$ cat config.mk
export PLATFORM = sky130hd
export DESIGN_NAME = fp_mul_pipe
export DESIGN_NICKNAME = d
export VERILOG_FILES = /design/src/rtl/fp_mul_pipe.sv
export SDC_FILE = /design/constraint.sdc
export NUM_CORES = 2
export LEC_CHECK = 0
export BUFFER_PORTS_ARGS = -buffer_cell sky130_fd_sc_hd__buf_2
export CORE_MARGIN = 5
export CORE_UTILIZATION = 29
export DETAILED_ROUTE_END_ITERATION = 16
export GPL_TIMING_DRIVEN = 0
export HOLD_SLACK_MARGIN = 0.08
export PLACE_DENSITY = 0.45
export SLEW_MARGIN = 0
export SYNTH_ARGS = -nofsm -noshare
export SYNTH_HDL_FRONTEND = slang
export SYNTH_SLANG_ARGS = --single-unit
$ cat constraint.sdc
create_clock -name clk -period 17.9 [get_ports clk]
set_input_delay 3.58 -clock clk [delete_from_list [all_inputs] [get_ports clk]]
set_output_delay 3.58 -clock clk [all_outputs]
set_load 0.01 [all_outputs]
$ cat src/rtl/fp_mul_pipe.sv
// Three-stage pipelined IEEE-754 multiplier (unpack / multiply / normalise-round-pack), RNE rounding, DAZ inputs.
// Optional FP_MUL_STICKY_FLAGS_EN adds flags_clr / flags_sticky accumulating {invalid, overflow, underflow, inexact}.
module fp_mul_pipe #(
  parameter int EXP_W = 8,
  parameter int MAN_W = 23
) (
  input  logic                   clk,
  input  logic                   rst,
  input  logic                   in_valid,
  output logic                   in_ready,
  input  logic [EXP_W+MAN_W:0]   data1,
  input  logic [EXP_W+MAN_W:0]   data2,
  output logic                   out_valid,
  input  logic                   out_ready,
  output logic [EXP_W+MAN_W:0]   result,
  output logic                   overflow,
  output logic                   underflow,
  output logic                   invalid,
  output logic                   inexact
`ifdef FP_MUL_STICKY_FLAGS_EN
  ,
  input  logic                   flags_clr,
  output logic [3:0]             flags_sticky
`endif
);

  localparam int W      = 1 + EXP_W + MAN_W;
  localparam int PW     = 2 * (MAN_W + 1);
  localparam int EW     = EXP_W + 2;
  localparam int BIAS_I = (1 << (EXP_W - 1)) - 1;
  localparam int EMAX_I = (1 << EXP_W) - 1;

  localparam logic signed [EW-1:0] BIAS_S    = EW'(BIAS_I);
  localparam logic signed [EW-1:0] EMAX_S    = EW'(EMAX_I);
  localparam logic [EXP_W-1:0]     EXP_ONES  = {EXP_W{1'b1}};
  localparam logic [W-1:0]         QNAN      = {1'b0, EXP_ONES, 1'b1, {(MAN_W-1){1'b0}}};

  logic w_adv;

  // ---------------------------------------------------------------- S1
  logic                   w1_s_a, w1_s_b, w1_sign;
  logic [EXP_W-1:0]       w1_e_a, w1_e_b;
  logic [MAN_W-1:0]       w1_m_a, w1_m_b;
  logic                   w1_zero_a, w1_zero_b, w1_inf_a, w1_inf_b;
  logic                   w1_nan_a, w1_nan_b, w1_snan_a, w1_snan_b;
  logic signed [EW-1:0]   w1_exp;
  logic                   w1_spec;
  logic                   w1_spec_inv;
  logic [W-1:0]           w1_spec_res;

  assign w1_s_a    = data1[W-1];
  assign w1_s_b    = data2[W-1];
  assign w1_e_a    = data1[MAN_W +: EXP_W];
  assign w1_e_b    = data2[MAN_W +: EXP_W];
  assign w1_m_a    = data1[MAN_W-1:0];
  assign w1_m_b    = data2[MAN_W-1:0];
  assign w1_sign   = w1_s_a ^ w1_s_b;

  assign w1_zero_a = (w1_e_a == '0);
  assign w1_zero_b = (w1_e_b == '0);
  assign w1_inf_a  = (w1_e_a == EXP_ONES) && (w1_m_a == '0);
  assign w1_inf_b  = (w1_e_b == EXP_ONES) && (w1_m_b == '0);
  assign w1_nan_a  = (w1_e_a == EXP_ONES) && (w1_m_a != '0);
  assign w1_nan_b  = (w1_e_b == EXP_ONES) && (w1_m_b != '0);
  assign w1_snan_a = w1_nan_a && !w1_m_a[MAN_W-1];
  assign w1_snan_b = w1_nan_b && !w1_m_b[MAN_W-1];

  assign w1_exp = $signed({2'b00, w1_e_a}) + $signed({2'b00, w1_e_b}) - BIAS_S;

  always_comb begin
    w1_spec     = 1'b0;
    w1_spec_inv = 1'b0;
    w1_spec_res = '0;
    if (w1_nan_a || w1_nan_b) begin
      w1_spec     = 1'b1;
      w1_spec_res = QNAN;
      w1_spec_inv = w1_snan_a || w1_snan_b;
    end else if ((w1_inf_a && w1_zero_b) || (w1_zero_a && w1_inf_b)) begin
      w1_spec     = 1'b1;
      w1_spec_res = QNAN;
      w1_spec_inv = 1'b1;
    end else if (w1_inf_a || w1_inf_b) begin
      w1_spec     = 1'b1;
      w1_spec_res = {w1_sign, EXP_ONES, {MAN_W{1'b0}}};
    end else if (w1_zero_a || w1_zero_b) begin
      // exp==0 covers subnormals too: they are flushed without a flag
      w1_spec     = 1'b1;
      w1_spec_res = {w1_sign, {(EXP_W+MAN_W){1'b0}}};
    end
  end

  logic                 r1_valid, r1_sign, r1_spec, r1_spec_inv;
  logic signed [EW-1:0] r1_exp;
  logic [MAN_W:0]       r1_man_a, r1_man_b;
  logic [W-1:0]         r1_spec_res;

  always_ff @(posedge clk or posedge rst) begin
    if (rst) begin
      r1_valid    <= 1'b0;
      r1_sign     <= 1'b0;
      r1_spec     <= 1'b0;
      r1_spec_inv <= 1'b0;
      r1_exp      <= '0;
      r1_man_a    <= '0;
      r1_man_b    <= '0;
      r1_spec_res <= '0;
    end else if (w_adv) begin
      r1_valid    <= in_valid;
      r1_sign     <= w1_sign;
      r1_spec     <= w1_spec;
      r1_spec_inv <= w1_spec_inv;
      r1_exp      <= w1_exp;
      r1_man_a    <= {1'b1, w1_m_a};
      r1_man_b    <= {1'b1, w1_m_b};
      r1_spec_res <= w1_spec_res;
    end
  end

  // ---------------------------------------------------------------- S2
  logic                 r2_valid, r2_sign, r2_spec, r2_spec_inv;
  logic signed [EW-1:0] r2_exp;
  logic [PW-1:0]        r2_prod;
  logic [W-1:0]         r2_spec_res;

  always_ff @(posedge clk or posedge rst) begin
    if (rst) begin
      r2_valid    <= 1'b0;
      r2_sign     <= 1'b0;
      r2_spec     <= 1'b0;
      r2_spec_inv <= 1'b0;
      r2_exp      <= '0;
      r2_prod     <= '0;
      r2_spec_res <= '0;
    end else if (w_adv) begin
      r2_valid    <= r1_valid;
      r2_sign     <= r1_sign;
      r2_spec     <= r1_spec;
      r2_spec_inv <= r1_spec_inv;
      r2_exp      <= r1_exp;
      r2_prod     <= PW'(r1_man_a) * PW'(r1_man_b);
      r2_spec_res <= r1_spec_res;
    end
  end

  // ---------------------------------------------------------------- S3
  logic                 w3_msb, w3_g, w3_r, w3_st, w3_rup, w3_carry;
  logic [PW-1:0]        w3_norm;
  logic [MAN_W:0]       w3_sig;
  logic [MAN_W+1:0]     w3_sig_rnd;
  logic [MAN_W-1:0]     w3_man;
  logic signed [EW-1:0] w3_exp;
  logic [W-1:0]         w3_res;
  logic                 w3_ovf, w3_unf, w3_inv, w3_inx;

  // product lies in [1,4): align so the leading one is always at PW-1
  assign w3_msb     = r2_prod[PW-1];
  assign w3_norm    = w3_msb ? r2_prod : {r2_prod[PW-2:0], 1'b0};
  assign w3_sig     = w3_norm[PW-1 -: MAN_W+1];
  assign w3_g       = w3_norm[PW-2-MAN_W];
  assign w3_r       = w3_norm[PW-3-MAN_W];
  assign w3_st      = |w3_norm[PW-4-MAN_W:0];
  assign w3_rup     = w3_g && (w3_r || w3_st || w3_sig[0]);
  assign w3_sig_rnd = {1'b0, w3_sig} + (MAN_W+2)'(w3_rup);
  assign w3_carry   = w3_sig_rnd[MAN_W+1];
  assign w3_man     = w3_carry ? w3_sig_rnd[MAN_W:1] : w3_sig_rnd[MAN_W-1:0];
  assign w3_exp     = r2_exp + $signed({{(EW-1){1'b0}}, w3_msb})
                             + $signed({{(EW-1){1'b0}}, w3_carry});

  always_comb begin
    w3_res = '0;
    w3_ovf = 1'b0;
    w3_unf = 1'b0;
    w3_inv = 1'b0;
    w3_inx = 1'b0;
    if (r2_spec) begin
      w3_res = r2_spec_res;
      w3_inv = r2_spec_inv;
    end else if (w3_exp >= EMAX_S) begin
      w3_res = {r2_sign, EXP_ONES, {MAN_W{1'b0}}};
      w3_ovf = 1'b1;
      w3_inx = 1'b1;
    end else if (w3_exp[EW-1] || (w3_exp == '0)) begin
      w3_res = {r2_sign, {(EXP_W+MAN_W){1'b0}}};
      w3_unf = 1'b1;
      w3_inx = 1'b1;
    end else begin
      w3_res = {r2_sign, w3_exp[EXP_W-1:0], w3_man};
      w3_inx = w3_g || w3_r || w3_st;
    end
  end

  // ---------------------------------------------------------------- output
  assign w_adv    = !(out_valid && !out_ready);
  assign in_ready = w_adv;

  always_ff @(posedge clk or posedge rst) begin
    if (rst) begin
      out_valid <= 1'b0;
      result    <= '0;
      overflow  <= 1'b0;
      underflow <= 1'b0;
      invalid   <= 1'b0;
      inexact   <= 1'b0;
    end else if (w_adv) begin
      out_valid <= r2_valid;
      result    <= w3_res;
      overflow  <= w3_ovf;
      underflow <= w3_unf;
      invalid   <= w3_inv;
      inexact   <= w3_inx;
    end
  end

`ifdef FP_MUL_STICKY_FLAGS_EN
  logic       w_xfer;
  logic [3:0] w_cur_flags;
  logic [3:0] r_flags_sticky;

  assign w_xfer       = out_valid && out_ready;
  assign w_cur_flags  = {invalid, overflow, underflow, inexact};
  assign flags_sticky = r_flags_sticky;

  always_ff @(posedge clk or posedge rst) begin
    if (rst) begin
      r_flags_sticky <= 4'b0000;
    end else if (flags_clr) begin
      // a clear coinciding with a transfer keeps only that transfer's flags
      r_flags_sticky <= w_xfer ? w_cur_flags : 4'b0000;
    end else if (w_xfer) begin
      r_flags_sticky <= r_flags_sticky | w_cur_flags;
    end
  end
`endif

endmodule

==> flow_summary.yaml <==
worst_setup_path:
  r2r_slack_ns: 9.35
  crit_required_ns: 14.32
  crit_arrival_ns: 5.82
  path_max_fanout: 10
  cp-start-kind: "primary input"
  cp-end-kind: "output port"
  critical_path_class: "primary input to output port"
timing:
  max_freq_mhz: 106
  slew_violations: 0
  worstMarginPinSlew_ns: 1.23
  finalCritPeriodShare: 0.525
  hold_viol: 0
  slew_headroom: 0.175
  finalClockSkew_ns: 0.0168
  finalCriticalPeriod_ns: 9.40
  setup_viol: 0
  rsz0062_at_grt: "no"
  fin_setup_tns_ns: 0
drt:
  drc: 0
  vias: 21100
  drt_first_iter_violations: 1401
  dr.pass1.iters: 5
  wirelength_um: 100000
  via_per_inst: 4.70
  wl_per_cell_um: 22.2
  antenna_left: 0
global_route:
  track_usage: 0.206
  first_global_vias: 22500
  antenna_found_initial: 9
  grt_max_degree: 92
  grt_pass1_wl_um: 151000
  grt-ovfl-total: 0
placement:
  io_buffers: 105
  hpwl_um: 80800
  gp_congestion: 0.904
die:
  io_pins: 106
  num_rows: 112
  fp.dieH_um: 316
  start_util: 0.291
  die_area_um2: 99500
  core-area_um2: 93000
  die_w_um: 316
worst_hold_path:
  hp-class: "register to register"
run_status:
  status: "completed"
yosys:
  syn_area_um2: 27100
  synth_nets: 3846
  synth_edf_count: 0
  avgSynthCellArea_um2: 8.73
  ys_types: 73
  syn_inst: 3102
  yosys_warnings: 0
  synth_seq_area_share: 0.153
  synth_top_flop_cell: "dfrtp_1"
  ys_ff_latch: 166
  async_flop_share: 1.00
cts:
  cts-root-buf: "clkbuf_16"
  clk_pin_slew_worst_paths_ns: 0.07
  cts_setup_buffers: 0
  cts_inserted_buffers: 17
  cts_tree: "built"
  htree_levels: 4
  hold_buffers: 0
  clk_path_buf_depth: 2
  cts_resized: 0
  clkLatencyLatePin_ns: 0.50
  clock_sinks: 166
final_layout:
  syn2layout_area_growth_pct: 10.2
  nets: 3972
  drive_gt1_frac: 0.0555
flow_run:
  maxCapViolations: 0
## worst max-delay path, cell delays in order
cell      delay (ns)
buf_2           0.07
nor2b_1         0.03
clkbuf_1        0.28
inv_1           0.21
clkbuf_1        0.37
clkbuf_1        0.54
clkbuf_1        0.46
buf_2           0.26
## state kept, by name, indices dropped and copies added (netlist names), 3 cells and up
name / flops
r2_exp: 10
r1_man_b: 23
r1_exp: 10
r1_man_a: 24
result: 32
r2_spec_res: 3
r1_spec_res: 3
r2_prod: 48
## cells in the final DEF, fill, tap and decap left out, types with 8 or more instances in the layout
master / netlist / routed
buf_2: 10 / 116
nor2_1: 103 / 103
clkbuf_16: 0 / 17
nor4_1: 18 / 18
nand4_1: 27 / 27
a21oi_1: 114 / 114
o21a_1: 9 / 9
nor2b_1: 15 / 15
a31oi_1: 10 / 10
xnor2_1: 37 / 37
inv_1: 564 / 563
xor2_1: 32 / 32
o21ai_0: 65 / 65
mux2i_1: 13 / 13
and2_1: 290 / 290
ha_1: 192 / 192
nor3_1: 17 / 17
o31ai_1: 8 / 8
nand3_1: 18 / 18
and3_1: 8 / 8
clkbuf_1: 155 / 155
a21o_1: 21 / 21
nand2_1: 614 / 614
dfrtp_1: 166 / 166
fa_1: 484 / 484
nand2b_1: 11 / 11
## per-layer routing
metal,up-vias,GRT usage,share of wire,routed length [um]
met5,-,0,0.00027,27
li1,9670,-,-,-
met2,644,0.312,0.43,43200
met3,98,0.0602,0.080,7980
met4,4,0.0433,0.019,1930
met1,10700,0.295,0.47,46900
## final timing paths
| check | from | end | depth (start not counted) |
|---|---|---|---|
| min | r2_valid$_DFFE_PP0N_ | out_valid$_DFFE_PP0N_ | 1 |
| max | out_ready | in_ready | 8 |
| min in group asynchronous | rst | r1_valid$_DFFE_PP0N_ | 2 |
| max in group asynchronous | rst | r2_prod[39]$_DFFE_PP0N_ | 3 |
| max reg2reg | r1_man_a[14]$_DFFE_PP0N_ | r2_prod[45]$_DFFE_PP0N_ | 26 |
| min reg2reg | r2_valid$_DFFE_PP0N_ | out_valid$_DFFE_PP0N_ | 1 |
## synth_stat cells, drive strengths merged, types with 9 or more instances
master,count,area share
nand2,616,0.086
inv,564,0.078
fa,484,0.36
and2,291,0.067
ha,192,0.089
dfrtp,166,0.15
clkbuf,157,0.022
a21oi,114,0.021
nor2,104,0.015
o21ai,67,0.012
xnor2,37,0.012
xor2,32,0.010
nand4,27,0.0062
a21o,21,0.0058
nand3,20,0.0046
nor4,18,0.0042
nor3,17,0.0031
buf,15,0.0027
nor2b,15,0.0035
mux2i,13,0.0048
nand2b,12,0.0031
a31oi,10,0.0023
o21a,9,0.0025
## metrics by stage
step                hold WS (ns)  cells  instance area (um2)  setup slack, ns  utilization
finish                     0.457   4498                29800             8.50        0.320
global route               0.492   4495                29800             8.35        0.320
CTS                        0.460   4494                29800             8.47        0.320
detailed placement         0.444   4462                29200             8.48        0.314
global placement           0.444   4461                29200             7.15        0.313
floorplan                  0.430   3102                27100             9.58            -
## cells by family (layout without fill, tap and decap cells)
logic type | count (synthesis) | after routing | share of synthesized area
simple gates | 1146 | 1146 | 0.200
buf+inv | 736 | 875 | 0.103
fa+ha+maj | 676 | 676 | 0.447
compound gates | 291 | 291 | 0.0675
flops | 166 | 166 | 0.153
xor+xnor | 69 | 69 | 0.0223
mux | 18 | 18 | 0.00689
other cells | 0 | 3 | 0
## layout make-up
| class | count | area, um2 |
|---|---|---|
| antenna | 3 | 7.51 |
| buffer | 172 | 664 |
| clock buffer | 18 | 439 |
| clock inverter | 14 | 170 |
| fill | 10000 | 63200 |
| inverter | 564 | 2120 |
| multi-input combinational | 2200 | 20100 |
| sequential | 166 | 4150 |
| tap | 1254 | 1570 |
| timing repair buffer | 107 | 558 |
Power is left out: the tool's default activity adds up to more than one toggle a clock period on the data nets, which glitch-free logic cannot reach.
